## src/rtl/ap_addsub_arb_pkg.sv

```systemverilog
// rtl/ap_addsub_arb_pkg.sv - shared constants and helpers for the add/sub arbiter
package ap_addsub_arb_pkg;

  localparam logic OP_ADD = 1'b0;
  localparam logic OP_SUB = 1'b1;

  // Bit w is set when an arithmetic core exists at width w.
  localparam logic [127:0] WIDTH_LEGAL_MASK =
    (128'd1 << 8) | (128'd1 << 16) | (128'd1 << 32) | (128'd1 << 64);

  function automatic bit width_legal(input int w);
    return (w >= 0) && (w < 128) && WIDTH_LEGAL_MASK[w];
  endfunction

  function automatic int clog2(input int n);
    int r;
    r = 0;
    for (int p = 1; p < n; p = p * 2) r = r + 1;
    return r;
  endfunction

endpackage

```

## src/rtl/ap_addI.sv

```systemverilog
// rtl/ap_addI.sv - combinational integer adder core, carry discarded
module ap_addI #(
  parameter int WIDTH = 32
) (
  input  logic [WIDTH-1:0] a,
  input  logic [WIDTH-1:0] b,
  output logic [WIDTH-1:0] y
);

  assign y = a + b;

endmodule

```

## src/rtl/ap_subI.sv

```systemverilog
// rtl/ap_subI.sv - combinational integer subtractor core, borrow discarded
module ap_subI #(
  parameter int WIDTH = 32
) (
  input  logic [WIDTH-1:0] a,
  input  logic [WIDTH-1:0] b,
  output logic [WIDTH-1:0] y
);

  assign y = a - b;

endmodule

```

## src/rtl/rr_arbiter.sv

```systemverilog
// rtl/rr_arbiter.sv - round-robin priority scan starting at ptr
module rr_arbiter
  import ap_addsub_arb_pkg::*;
#(
  parameter int PORTS = 4,
  parameter int IDW   = clog2(PORTS)
) (
  input  logic [PORTS-1:0] req,
  input  logic [IDW-1:0]   ptr,
  output logic [PORTS-1:0] grant,
  output logic [IDW-1:0]   idx,
  output logic             any
);

  always_comb begin
    int j;
    grant = '0;
    idx   = '0;
    any   = 1'b0;
    j     = 0;
    // ptr is always kept below PORTS, so one subtraction wraps the scan.
    for (int k = 0; k < PORTS; k++) begin
      j = int'(ptr) + k;
      if (j >= PORTS) j = j - PORTS;
      if (!any && req[j]) begin
        any      = 1'b1;
        grant[j] = 1'b1;
        idx      = IDW'(j);
      end
    end
  end

endmodule

```

## src/rtl/ap_addsub_arb.sv

```systemverilog
// rtl/ap_addsub_arb.sv - shares one add/sub datapath among PORTS requesters
module ap_addsub_arb
  import ap_addsub_arb_pkg::*;
#(
  parameter int WIDTH = 32,
  parameter int PORTS = 4,
  parameter int IDW   = clog2(PORTS)
) (
  input  logic                   clk,
  input  logic                   rst,
  input  logic [PORTS-1:0]       req_valid,
  output logic [PORTS-1:0]       req_ready,
  input  logic [PORTS-1:0]       req_sub,
  input  logic [PORTS*WIDTH-1:0] req_a,
  input  logic [PORTS*WIDTH-1:0] req_b,
  output logic                   rsp_valid,
  input  logic                   rsp_ready,
  output logic [IDW-1:0]         rsp_id,
  output logic [WIDTH-1:0]       rsp_data
);

  localparam bit WIDTH_OK = width_legal(WIDTH);

  if (!WIDTH_OK) begin : g_width_check
    $error("ap_addsub_arb: WIDTH must be 8, 16, 32 or 64");
  end

  logic [IDW-1:0]   ptr;
  logic [PORTS-1:0] grant;
  logic [IDW-1:0]   win_idx;
  logic             win_any;
  logic             can_accept;
  logic             take;
  logic [WIDTH-1:0] win_a;
  logic [WIDTH-1:0] win_b;
  logic             win_sub;
  logic [WIDTH-1:0] add_y;
  logic [WIDTH-1:0] sub_y;
  logic [WIDTH-1:0] result;
  logic [IDW-1:0]   ptr_next;

  rr_arbiter #(
    .PORTS (PORTS),
    .IDW   (IDW)
  ) u_arb (
    .req   (req_valid),
    .ptr   (ptr),
    .grant (grant),
    .idx   (win_idx),
    .any   (win_any)
  );

  assign can_accept = !rsp_valid || rsp_ready;
  // Gate on rst so nothing appears accepted while reset is held.
  assign req_ready  = (rst && can_accept) ? grant : '0;
  assign take       = win_any && can_accept;

  assign win_a   = req_a[win_idx*WIDTH +: WIDTH];
  assign win_b   = req_b[win_idx*WIDTH +: WIDTH];
  assign win_sub = req_sub[win_idx];

  ap_addI #(.WIDTH(WIDTH)) u_add (.a(win_a), .b(win_b), .y(add_y));
  ap_subI #(.WIDTH(WIDTH)) u_sub (.a(win_a), .b(win_b), .y(sub_y));

  assign result   = (win_sub == OP_SUB) ? sub_y : add_y;
  assign ptr_next = (win_idx == IDW'(PORTS - 1)) ? '0 : win_idx + IDW'(1);

  always_ff @(posedge clk or negedge rst) begin
    if (!rst) begin
      rsp_valid <= 1'b0;
      rsp_id    <= '0;
      rsp_data  <= '0;
      ptr       <= '0;
    end else if (take) begin
      rsp_valid <= 1'b1;
      rsp_id    <= win_idx;
      rsp_data  <= result;
      ptr       <= ptr_next;
    end else if (rsp_ready) begin
      rsp_valid <= 1'b0;
    end
  end

endmodule

```

## config.mk

```make
export PLATFORM = sky130hd
export DESIGN_NAME = ap_addsub_arb
export DESIGN_NICKNAME = d
export VERILOG_FILES = /design/src/rtl/ap_addsub_arb_pkg.sv /design/src/rtl/ap_addI.sv /design/src/rtl/ap_subI.sv /design/src/rtl/rr_arbiter.sv /design/src/rtl/ap_addsub_arb.sv
export SDC_FILE = /design/constraint.sdc
export NUM_CORES = 1
export LEC_CHECK = 0
export ABC_AREA = 1
export CAP_MARGIN = 20
export CORE_MARGIN = 1
export CORE_UTILIZATION = 44
export CTS_CLUSTER_SIZE = 8
export DETAILED_ROUTE_END_ITERATION = 7
export PLACE_DENSITY = 0.81
export REMOVE_ABC_BUFFERS = 1
export SYNTH_ARGS = -nofsm -noshare
export SYNTH_HDL_FRONTEND = slang
export SYNTH_HIERARCHICAL = 1
export SYNTH_SLANG_ARGS = --single-unit
```

## constraint.sdc

```tcl
create_clock -name clk -period 4.24 [get_ports clk]
set_input_delay 0.848 -clock clk [delete_from_list [all_inputs] [get_ports clk]]
set_output_delay 0.848 -clock clk [all_outputs]
set_load 0.005 [all_outputs]
```

Word level (Yosys, flattened, before mapping)
Index checks and enable logic that the tools add are counted.
{"block": "word_totals", "mem_bits_rw": 0, "memories": 0, "mem_bits_ro": 0, "wordCells": 91, "register_bits": 37, "latchBits": 0, "out_inout_bits": 39, "input_bits": 267}
{"block": "op_classes", "n_eq_ne": 1, "shift": 2, "div_mod_pow": 0, "n_lt_le_gt_ge": 13, "mul": 0, "mux": 43, "addsub": 10, "reduce_logical": 15, "bitwise_logic": 3}
{"cell": "$shiftx A128 B8 Y32", "count": 2}
{"cell": "$mux W32", "count": 5}
{"cell": "$ge A32 B1 Y1 const B", "count": 4}
{"cell": "$lt A32 B4 Y1 const B", "count": 4}
{"cell": "$ge A32 B4 Y1 const B", "count": 3}
{"cell": "$sub A32 B4 Y32 const B", "count": 3}
{"cell": "$add A32 B32 Y32", "count": 1}
{"cell": "$sub A32 B32 Y32", "count": 1}
{"cell": "$mux W4", "count": 5}
{"cell": "$mux W1", "count": 19}
{"cell": "$or A4 B4 Y4", "count": 3}
{"cell": "$bmux W1 S2", "count": 5}
{"cell": "$mux W2", "count": 5}
{"cell": "$logic_and A1 B1 Y1", "count": 9}
{"cell": "$demux W1 S2", "count": 4}
{"cell": "$add A2 B2 Y3 const B", "count": 2}
{"cell": "$logic_not A1 Y1", "count": 4}
{"cell": "$sub A2 B3 Y4 const B", "count": 1}
{"cell": "$add A2 B1 Y3 const B", "count": 1}
{"cell": "$ge A2 B3 Y1 const B", "count": 1}
{"cell": "$lt A2 B3 Y1 const B", "count": 1}
{"cell": "$add A2 B1 Y2 const B", "count": 1}
{"cell": "$eq A2 B2 Y1 const B", "count": 1}
{"cell": "$reduce_bool A2 Y1", "count": 1}
{"cell": "$logic_or A1 B1 Y1", "count": 1}

Depth between registers and ports, before layout
{"block": "logic_depth", "ltp_word": 18, "mapped_depth": 31}

Hierarchy
Netlist, hierarchy kept.
{"module": "ap_addsub_arb", "cells_per_inst": 672, "seq_area_each_um2": 925.9, "n_inst": 1, "area_per_inst_um2": 3791.1}
{"module": "ap_subI", "cells_per_inst": 535, "seq_area_each_um2": 0.0, "n_inst": 1, "area_per_inst_um2": 2518.7}
{"module": "ap_addI", "cells_per_inst": 494, "seq_area_each_um2": 0.0, "n_inst": 1, "area_per_inst_um2": 2384.8}
{"module": "rr_arbiter", "cells_per_inst": 77, "seq_area_each_um2": 0.0, "n_inst": 1, "area_per_inst_um2": 460.4}

Worst setup path before layout
Ideal clock, no wire load.
{"block": "synth_path", "path_type": "reg2reg", "startpoint": "reg ptr[0]", "endpoint": "reg rsp_data[28]", "stages_incl_launch_ff": 29, "t_arrival_ps": 4003, "setup_slack_ps": 119, "setup_ps": 118, "period_less_slack_ps": 4121, "required_time_ps": 4122, "path_cell_list": "dfrtp_1 inv_2 ha_1 inv_1 nand2_1 nand2_1 nor2_4 buf_6 nand4_1 nand3_1 inv_2 buf_4 clkbuf_1 nor2_1 o22ai_1 inv_1 fa_1 inv_1 nand3_1 nand3_1 nand3_1 nand3_1 nand2_1 nand3_1 nand2_1 inv_1 nand3_1 nand3_1 nand2_1"}
{"block": "synth_via", "elab_chain_len": 18, "word_cells_on_any_way": 49, "classes_between": "add/sub (9); order compare (4); shift (2); mux (27); reduce/logical (7)"}
{"element": "start: declaration", "line": "ap_addsub_arb.sv:28", "text": "logic [IDW-1:0] ptr;"}
{"element": "start signal: assignment", "line": "ap_addsub_arb.sv:78", "text": "ptr <= ptr_next;"}
{"element": "parallel branches: the longest is 14 deep, another holds $sub A32 B4 Y32"}
{"element": "$mux W2 *", "line": "rr_arbiter.sv:25", "text": "if (!any && req[j]) begin"}
{"element": "via win_idx[0]", "line": "ap_addsub_arb.sv:30", "text": "logic [IDW-1:0] win_idx;"}
{"element": "$shiftx A128 B8 Y32 *", "line": "ap_addsub_arb.sv:58", "text": "assign win_a = req_a[win_idx*WIDTH +: WIDTH];"}
{"element": "via win_a[1]", "line": "ap_addsub_arb.sv:34", "text": "logic [WIDTH-1:0] win_a;"}
{"element": "$sub A32 B32 Y32 *", "line": "ap_subI.sv:10", "text": "assign y = a - b;"}
{"element": "via sub_y[28]", "line": "ap_addsub_arb.sv:38", "text": "logic [WIDTH-1:0] sub_y;"}
{"element": "$mux W32 *", "line": "ap_addsub_arb.sv:65", "text": "assign result = (win_sub == OP_SUB) ? sub_y : add_y;"}
{"element": "end signal: assignment", "line": "ap_addsub_arb.sv:77", "text": "rsp_data <= result;"}
{"element": "end: declaration", "line": "ap_addsub_arb.sv:19", "text": "output logic [WIDTH-1:0] rsp_data"}
Mark *: on every way through the listed nets, which the timed path passes. The select of a mux whose other input is x is not followed.
A chain may end at the register's enable or synchronous reset.

Worst setup path in the final report
{"block": "layout_path", "startpoint": "reg ptr[0]", "endpoint": "reg rsp_data[30]"}
{"block": "layout_via", "elab_chain_len": 18, "word_cells_on_any_way": 49, "classes_between": "add/sub (9); order compare (4); shift (2); mux (27); reduce/logical (7)"}
{"element": "parallel branches: the longest is 14 deep, another holds $sub A32 B4 Y32"}
{"element": "$mux W2 *", "line": "rr_arbiter.sv:25"}
{"element": "via win_idx[1]", "line": "ap_addsub_arb.sv:30"}
{"element": "$shiftx A128 B8 Y32 *", "line": "ap_addsub_arb.sv:58"}
{"element": "via win_a[7]", "line": "ap_addsub_arb.sv:34"}
{"element": "$add A32 B32 Y32 *", "line": "ap_addI.sv:10", "text": "assign y = a + b;"}
{"element": "via add_y[30]", "line": "ap_addsub_arb.sv:37", "text": "logic [WIDTH-1:0] add_y;"}
{"element": "$mux W32 *", "line": "ap_addsub_arb.sv:65"}
Marked as above.

==> metrics.yaml <==
syn_area_um2: 9160
drv_slew: 0
clkSinkCount: 37
dieArea_um2: 21400
hpwlAfterDp_um: 28400
clock-skew-final_ns: 0.00534
antenna_cells: 0
critical_path_depth: 27
endpoint: "rsp_data[30]"
hold_viol_final: 0
hold_path_class: "flop to flop"
drt-vias-per-instance: 5.32
htreeDepth: 2
rr_worst_depth: 27
period_minus_slack_ns: 4.26
drive_gt1_share_pct: 22.0
worst_slew_pin_slew_ns: 0.750
violations: "setup timing"
end_kind: "flop"
cts_inserted_buffers: 5
antenna_found_initial: 0
synth_top_area_share_pct: 23.5
synth_cell_types: 37
maxCapViolations: 0
portBuffers: 305
cp.arrival_ns: 4.44
grt_use_total_pct: 32.1
ys_top_cells_by_area: "nand2_1, inv_1, dfrtp_1"
clock_path_buffers: 2
async_flop_share_pct: 100
fin_crit_sh_pct: 101
timing.critical_path.buf_inv: 5
crit_required_ns: 4.41
setup_slack_ns: -0.0241
dp_slack_ns: -0.432
synth_edf_count: 0
ys_ff_latch: 37
post-synth-top-count-cell: "nand2_1"
r2r_end: "rsp_data[30]"
yosysSeqAreaShare_pct: 10.1
core_um2: 20300
synth_flop_cell: "dfrtp_1"
grt_pass1_vias: 11800
synth_common_cells: "nand2_1, inv_1, nor2_1"
worstSkewPairLatency_ns: 0.29
fillers: 1588
rows: 52
hold_buffers: 0
io_pins: 306
cts_root_buf: "clkbuf_16"
grt_pass1_wl_um: 56400
worstSetupPathType: "flop to flop"
grt_max_degree: 78
max_stage_delay_ns: 0.40
r2r_slack_ns: -0.02
die_y_um: 146
via_count: 13300
yosysTopAreaCell: "nand2_1"
start_util_pct: 45.1
path_clk_slew_ns: 0.06
rr_startpoint: "ptr[0]"
outcome: "complete, but fails checks"
setup_violations: 1
drcViolationCount: 0
avgSynthCellArea_um2: 5.15
finalWirelength_um: 40700
relSlewSlack_pct: 49.8
grt-ovfl-total: 0
clock.fmax_ghz: 0.235
ys_warn_count: 6
routedWlPerCell_um: 16.2
dr.pass1.iters: 7
die_width_um: 146
place.gp.congestion: 0.945
syn_inst: 1778
syn2layout_area_growth_pct: 70.3
crit_start: "ptr[0]"
min-delay-start: "rsp_data[1]"
crit_family: "simple AND/OR/NAND/NOR gates"
crit_slowest_cell: "ha_2"
cts_tree: "built"
crit_path_frequent_cell: "nand2_1"
critPathLaunchType: "flop"
ant_nets: 0
crit_fanout: 27
nets: 2576
drt-initial-drc-count: 977
cell type report:
class                   instances  area, um2  area share (%)
well taps                     270        338            2.17
flip-flops and latches         37        926            5.94
clock inverters                 3       21.3           0.136
repair buffers                510       4940            31.7
multi-input cells            1340       7940            50.9
clock buffers                   5        125           0.802
inverters                     342       1300            8.36
cells in the final DEF, fill, tap and decap left out, types with 37 or more instances in the layout:
cell type          n
o21ai_0           75
nand2_2           70
clkdlybuf4s50_1  300
dfrtp_1           37
o21ai_1           51
buf_4            178
nor2_1           183
inv_1            322
nand2_1          529
ha_4              42
nand3_1          111
o22ai_2           37
logic make-up after synthesis:
family / share of synthesized area (%)
buffers and inverters: 17.1
and+or+nand+nor: 44.5
AOI/OAI and AO/OA: 15.2
adders and majority gates: 10.1
xor gates and xnor gates: 2.97
DFF: 10.1
how the worst min path moves through the flow:
stage / to / cells after the start / slack [ns]
6_report: rsp_data[1] / 2 / 0.48
5_1_grt: rsp_data[5] / 2 / 0.51
4_1_cts: rsp_data[1] / 2 / 0.48
3_5_place_dp: rsp_data[1] / 2 / 0.46
3_3_place_gp: rsp_data[27] / 2 / 0.46
2_1_floorplan: rsp_data[0] / 2 / 0.47
tightest hold or removal path, delay by kind of cell, from the launching register on:
kind,cells,cell delay (ns)
flip-flops,1,0.34
AND/OR/NAND/NOR,2,0.10
state kept, by name, indices dropped and copies added (netlist names):
signal     count
ptr            2
rsp_id         2
rsp_valid      1
rsp_data      32
repair_timing:
action,in CTS,in global routing
setup buffers,3,30
gates resized for setup,38,286
setup endpoints to repair,20,28
gates cloned,2,7
pin swaps,3,79
metal layers:
| metal | up-vias | part of all wire (%) | track usage (%) |
|---|---|---|---|
| li1 | 6450 | - | - |
| met1 | 6080 | 39 | 39.9 |
| met2 | 698 | 49 | 57.3 |
| met3 | 102 | 9.0 | 5.53 |
| met4 | 0 | 3.1 | 7.03 |
| met5 | - | 0 | 0 |
stage by stage:
stage	hold WS [ns]	utilization [%]	setup TNS, ns	cell area, um2	std cells
final	0.480	76.8	-0.0241	15600	2507
after CTS	0.482	68.9	-0.0483	14000	2470
after floorplan	0.473	-	-99.25	8870	1719
after global placement	0.462	66.9	-5.87	13600	2457
after global routing	0.506	76.8	-2.43	15600	2507
after detailed placement	0.465	66.9	-8.37	13600	2457
Power is left out: the tool's default activity adds up to more than one toggle a clock period on the data nets, which glitch-free logic cannot reach.
